**config.mk**
```make
export PLATFORM = sky130hd
export DESIGN_NAME = prog_timer
export DESIGN_NICKNAME = d
export VERILOG_FILES = /design/src/rtl/prog_timer.sv
export SDC_FILE = /design/constraint.sdc
export NUM_CORES = 1
export LEC_CHECK = 0
export ABC_AREA = 1
export BUFFER_PORTS_ARGS = -buffer_cell sky130_fd_sc_hd__clkbuf_2
export CAP_MARGIN = 40
export CORE_MARGIN = 5
export CORE_UTILIZATION = 25
export CTS_CLUSTER_DIAMETER = 30
export CTS_CLUSTER_SIZE = 16
export DETAILED_ROUTE_END_ITERATION = 7
export GPL_ROUTABILITY_DRIVEN = 0
export PLACE_DENSITY = 0.49
export RECOVER_POWER = 100
export SYNTH_ARGS = -nofsm -noshare
export SYNTH_HDL_FRONTEND = slang
export SYNTH_SLANG_ARGS = --single-unit
```
**constraint.sdc**
```tcl
create_clock -name clk -period 2 [get_ports clk]
set_input_delay 0.1 -clock clk [delete_from_list [all_inputs] [get_ports clk]]
set_output_delay 0.1 -clock clk [all_outputs]
set_load 0.02 [all_outputs]
```
**src/rtl/prog_timer.sv**
```systemverilog
// Programmable down-counting timer with prescaler, periodic or one-shot mode.
// Emits a registered single-cycle tick at each terminal count.
module prog_timer #(
    parameter int WIDTH = 20,
    parameter int PW    = 8
) (
    input  logic             clk,
    input  logic             rst,
    input  logic             en,
    input  logic             start,
    input  logic             stop,
    input  logic             mode,
    input  logic [WIDTH-1:0] period,
    input  logic [PW-1:0]    presc,
    output logic             tick,
    output logic             busy,
    output logic             done,
    output logic [WIDTH-1:0] count
);

    typedef enum logic [1:0] {IDLE, RUN, DONE} state_t;

    state_t           state, state_n;
    logic [WIDTH-1:0] period_l, cnt, cnt_n;
    logic [PW-1:0]    presc_l, pcnt, pcnt_n;
    logic             mode_l;
    logic             tick_n;
    logic             load;

    always_ff @(posedge clk or posedge rst) begin
        if (rst) begin
            state    <= IDLE;
            cnt      <= '0;
            pcnt     <= '0;
            period_l <= '0;
            presc_l  <= '0;
            mode_l   <= 1'b0;
            tick     <= 1'b0;
        end else begin
            state <= state_n;
            cnt   <= cnt_n;
            pcnt  <= pcnt_n;
            tick  <= tick_n;
            if (load) begin
                period_l <= period;
                presc_l  <= presc;
                mode_l   <= mode;
            end
        end
    end

    // stop beats start, start beats counting; tick is low unless a terminal step occurs
    always_comb begin
        state_n = state;
        cnt_n   = cnt;
        pcnt_n  = pcnt;
        tick_n  = 1'b0;
        load    = 1'b0;
        if (stop) begin
            state_n = IDLE;
            cnt_n   = '0;
            pcnt_n  = '0;
        end else if (start) begin
            load    = 1'b1;
            cnt_n   = period;
            pcnt_n  = '0;
            state_n = RUN;
        end else if (state == RUN && en) begin
            if (pcnt == presc_l) begin
                pcnt_n = '0;
                if (cnt != '0) begin
                    cnt_n = cnt - WIDTH'(1);
                end else begin
                    tick_n = 1'b1;
                    if (mode_l)
                        state_n = DONE;
                    else
                        cnt_n = period_l;
                end
            end else begin
                pcnt_n = pcnt + PW'(1);
            end
        end
    end

    assign busy  = (state == RUN);
    assign done  = (state == DONE);
    assign count = cnt;

endmodule

```
Word level (Yosys, flattened, before mapping)
Index checks and enable logic that the tools add are counted.

Input port bits: 34. Logic and storage cells: 44. Output and inout bits: 23. Bits in registers: 60.

Add/subtract/negate cells: 2. Multiplexer cells: 23. Reductions and logical operators: 7. Equal/unequal tests: 5.

Operator list (number): $mux W20 (6); $mux W8 (4); $reduce_bool A20 Y1 (1); $sub A20 B1 Y20 const B (1); $mux W2 (6); $reduce_bool A3 Y1 (3); $add A8 B1 Y8 const B (1); $eq A8 B8 Y1 (1); $mux W1 (7); $ne A4 B3 Y1 const B (1); $reduce_and A4 Y1 (1); $ne A3 B3 Y1 const B (1); $reduce_and A3 Y1 (1); $eq A2 B1 Y1 const B (1); $eq A2 B2 Y1 const B (1); $logic_and A1 B1 Y1 (1).

Logic depth before layout (Yosys ltp)
Depth after elaboration: 6. Depth in mapped cells: 12. Depth with buffers taken out: 11.

Worst setup path after synthesis
No wires, ideal clock.

Path kind: reg2reg. Start: reg cnt[0] (netlist: count[0]). End: reg cnt[5] (netlist: count[5]). Arrival: 1777 ps. Setup time: 118 ps. Setup slack: 105 ps. Data required time: 1882 ps. Period minus slack after synthesis: 1895 ps. Stages on the path, launching flop included: 13. Buffers on the path: 1. Path through: dfrtp_1 > inv_1 > ha_1 > nand2_1 > nor2_1 > inv_1 > nor2_8 > nand3_4 > nand2_4 > inv_4 > buf_6 > nand2_1 > o21ai_2.

Word-level cells in the longest chain between the ends: 6. Elaborated cells between the ends (all ways): 9. Classes of those cells: 1 x add/sub; 1 x eq/ne; 5 x mux; 2 x reduce/logical.

RTL lines: start, declared (line 24) `logic [WIDTH-1:0] period_l, cnt, cnt_n;`; start signal, assigned (line 41) `cnt <= cnt_n;`; $sub A20 B1 Y20 or $reduce_bool A20 Y1 (tied branches) (line 72, 71); $mux W20 (line 71) `if (cnt != '0) begin`; $mux W20 (line 69) `if (pcnt == presc_l) begin`; $mux W20 (line 68) `end else if (state == RUN && en) begin`; $mux W20 (line 63) `end else if (start) begin`; $mux W20 (line 59) `if (stop) begin`.

Several ways; a longest one is shown, not always the timed one. The select of a mux whose other input is x is not followed. A chain may end at the register's enable or synchronous reset.

Worst setup path in the final report
Start: reg cnt[4] (netlist: count[4]). End: reg cnt[7] (netlist: count[7]).

Same word-level chain as after synthesis.

==> flow_metrics.py <==
metrics = {
    "clock_tree": {
        "clock-sinks": 60,
        "cts-buffers-inserted": 9,
        "clockRootBuffer": "clkbuf_16",
        "postCtsSetupBuffers": 0,
        "clk_pin_slew_worst_paths_ps": 50,
        "htreeDepth": 3,
        "tritoncts": "built",
        "clock_latency_ps": 330,
        "clock_path_buffers": 2,
    },
    "synth": {
        "synth_async_sr_flop_share": 1.00,
        "synth_top_family_by_area": "simple AND/OR/NAND/NOR gates",
        "syn-num-nets": 531,
        "synthCells": 494,
        "synth_area_leaders": "dfrtp_1 (43%), nand2_1 (19%), nor2_1 (7.0%), nand3_1 (5.8%), inv_1 (5.5%)",
        "synth_top_area_frac": 0.434,
        "synth-adder-area-share": 0.0108,
        "synth.distinct_cells": 29,
        "synth_area_um2": 3460,
        "muxShareOfSynthArea": 0,
        "synth_compound_area_frac": 0.0694,
        "yosys.area_share.simple": 0.388,
        "synth-main-ff-cell": "dfrtp_1",
        "yosysSeqAreaShare": 0.434,
        "synth_xor_xnor_area_share": 0.0202,
        "synth-seq-cells": 60,
        "synth_edf_count": 0,
        "synth_top_area_cell": "dfrtp_1",
        "yosys_warnings": 0,
        "avgSynthCellArea_um2": 7.01,
    },
    "cells_and_area": {
        "area.sequential_um2": 1500,
        "multi_input_area_um2": 1690,
        "utilization": 0.329,
        "final_cell_mix": "nand2_1 (179), nor2_1 (64), dfrtp_1 (60)",
        "diodes": 0,
        "final_common_cell": "nand2_1",
        "area_growth_syn_to_layout_pct": 30.3,
        "nNetsFinal": 615,
        "fillCellCount": 1478,
        "drive_gt1_frac": 0.139,
    },
    "floorplan": {
        "floorplan.initialDensity": 0.252,
        "die_h_um": 128,
        "dieArea_um2": 16300,
        "die-width_um": 128,
        "rows": 43,
        "ioPinCount": 57,
        "coreArea_um2": 13700,
    },
    "global_route": {
        "grt_pass1_vias": 3241,
        "grt_overflow": 0,
        "grt_max_degree": 36,
        "grt_antenna_before_repair": 0,
        "gr-usage-all-layers": 0.125,
        "grt_pass1_wl_mm": 16.1,
    },
    "setup_path": {
        "worstPathRequired_ps": 2210,
        "crit_top_cell": "nand2_1",
        "rr_worst_depth": 11,
        "worst_setup_path_end_kind": "flip-flop",
        "critPathKind": "reg2reg",
        "path_max_fanout": 14,
        "critPathSlowestCell": "dfrtp_1",
        "start_kind": "flip-flop",
        "crit_path_max_incr_delay_ps": 430,
        "cp_cell_sequence": "nor2_1, nand2_1, nor2_1, nand2_4, nor2_8, buf_4, nand2_1, nand3_1, nand2_1, nand2_1, o21ai_0",
        "worstPathArrival_ps": 2060,
    },
    "pwr": {
        "power.density_nw_per_um2": 933,
        "power_leakage_uw": 0.00233,
        "p_total_uw": 4210,
        "worst_ir_drop_vdd_mv": 0.402,
    },
    "sta": {
        "final.setup.tns_ps": 0,
        "worstMarginPinSlew_ps": 1080,
        "finalHoldViolations": 0,
        "slew_viol_final": 0,
        "min_period_ps": 1850,
        "grt_setup_unrepaired": "no",
        "fmax_mhz": 541,
        "slew_headroom": 0.282,
        "setup_violations": 0,
        "skew_ps": 7.34,
        "post-route-period-util": 0.924,
        "holdWs_ps": 3.72,
    },
    "drt": {
        "via_count": 3306,
        "routedWlPerCell_um": 12.9,
        "ant_nets": 0,
        "route.detailed.drc": 0,
        "finalWirelength_mm": 9.86,
        "dr.pass1.iters": 4,
        "dr.first_iter.drc_count": 117,
        "avgViaCountPerCell": 4.34,
    },
    "run": {
        "cap_violations": 0,
    },
    "outcome": {
        "status": "finished clean",
    },
    "hold_path": {
        "hold_class": "in2reg",
        "hold_depth": 3,
    },
    "placed_design": {
        "hpwl_mm": 7.29,
        "numPortBuffers": 56,
    },
}
## sequential cells by signal, indices dropped and copies added, names as in the netlist
name / flops
tick: 1
pcnt: 8
state: 2
presc_l: 8
period_l: 20
count: 20
mode_l: 1
## layout make-up
type,count,share of cell area
clock buffer,10,0.0507
clock inverter,5,0.0277
multi-input combinational,368,0.374
sequential,60,0.333
timing repair buffer,87,0.121
tap,180,0.0499
inverter,52,0.0444
## Yosys cell counts (all sizes together), types with 3 or more instances
cell and instances:
nand3b 4, nor2 72, clkbuf 9, a21oi 12, nor3 5, xor2 3, buf 5, nand2 182
inv 52, nand4 3, dfrtp 60, nand3 42, o21ai 31, ha 3, xnor2 5, nor3b 3
## report_power, final
| part | internal (uW) | total [uW] | leakage (uW) | switching, uW |
|---|---|---|---|---|
| Clock | 1330 | 1860 | 0.000173 | 531 |
| Combinational | 318 | 900 | 0.00139 | 583 |
| Sequential | 1350 | 1450 | 0.000767 | 99.6 |
## kinds of logic (layout without fill, tap and decap cells)
| kind of cell | Yosys count | in the layout |
|---|---|---|
| buf+inv | 66 | 154 |
| compound gates | 44 | 44 |
| simple gates | 313 | 313 |
| fa+ha+maj | 3 | 3 |
| flops | 60 | 60 |
| xor+xnor | 8 | 8 |
## worst max-delay path: cells and delay by family (launching register included)
| kind | cells | cell delay (ps) |
|---|---|---|
| and+or+nand+nor | 9 | 990 |
| DFF | 1 | 430 |
| buffers and inverters | 1 | 220 |
| AOI/OAI and AO/OA | 1 | 70 |
## final timing paths
kind	from	endpoint	slack, ps
hold reg to reg	period_l[14]	period_l[14]	470
setup / recovery	count[4]	count[7]	150
max in group asynchronous	rst	count[17]	690
setup reg to reg	count[4]	count[7]	150
min in group asynchronous	rst	period_l[7]	560
hold / removal	period[6]	period_l[6]	4
## per-stage QoR
stage	instances	cell area [um^2]	worst slack, ps
2_1_floorplan	494	3460	105
3_3_place_gp	733	4060	209
3_5_place_dp	733	4060	164
4_1_cts	762	4550	143
5_1_grt	762	4510	0.746
6_report	762	4510	152
## metal layers
metal / wire length, um / part of all wire / up-vias / track usage
met1: 4670 / 0.47 / 1530 / 0.162
met5: 0 / 0 / - / 0
met2: 4670 / 0.47 / 51 / 0.207
met4: 130 / 0.013 / 0 / 0.0400
li1: - / - / 1713 / -
met3: 385 / 0.039 / 12 / 0.0296
## timing repair
item	in CTS	in global routing
endpoints found under the hold margin	38	0
resized for setup	0	3
setup endpoints to repair	0	14
hold buffers	14	0
(Power assumes the default switching activity.)
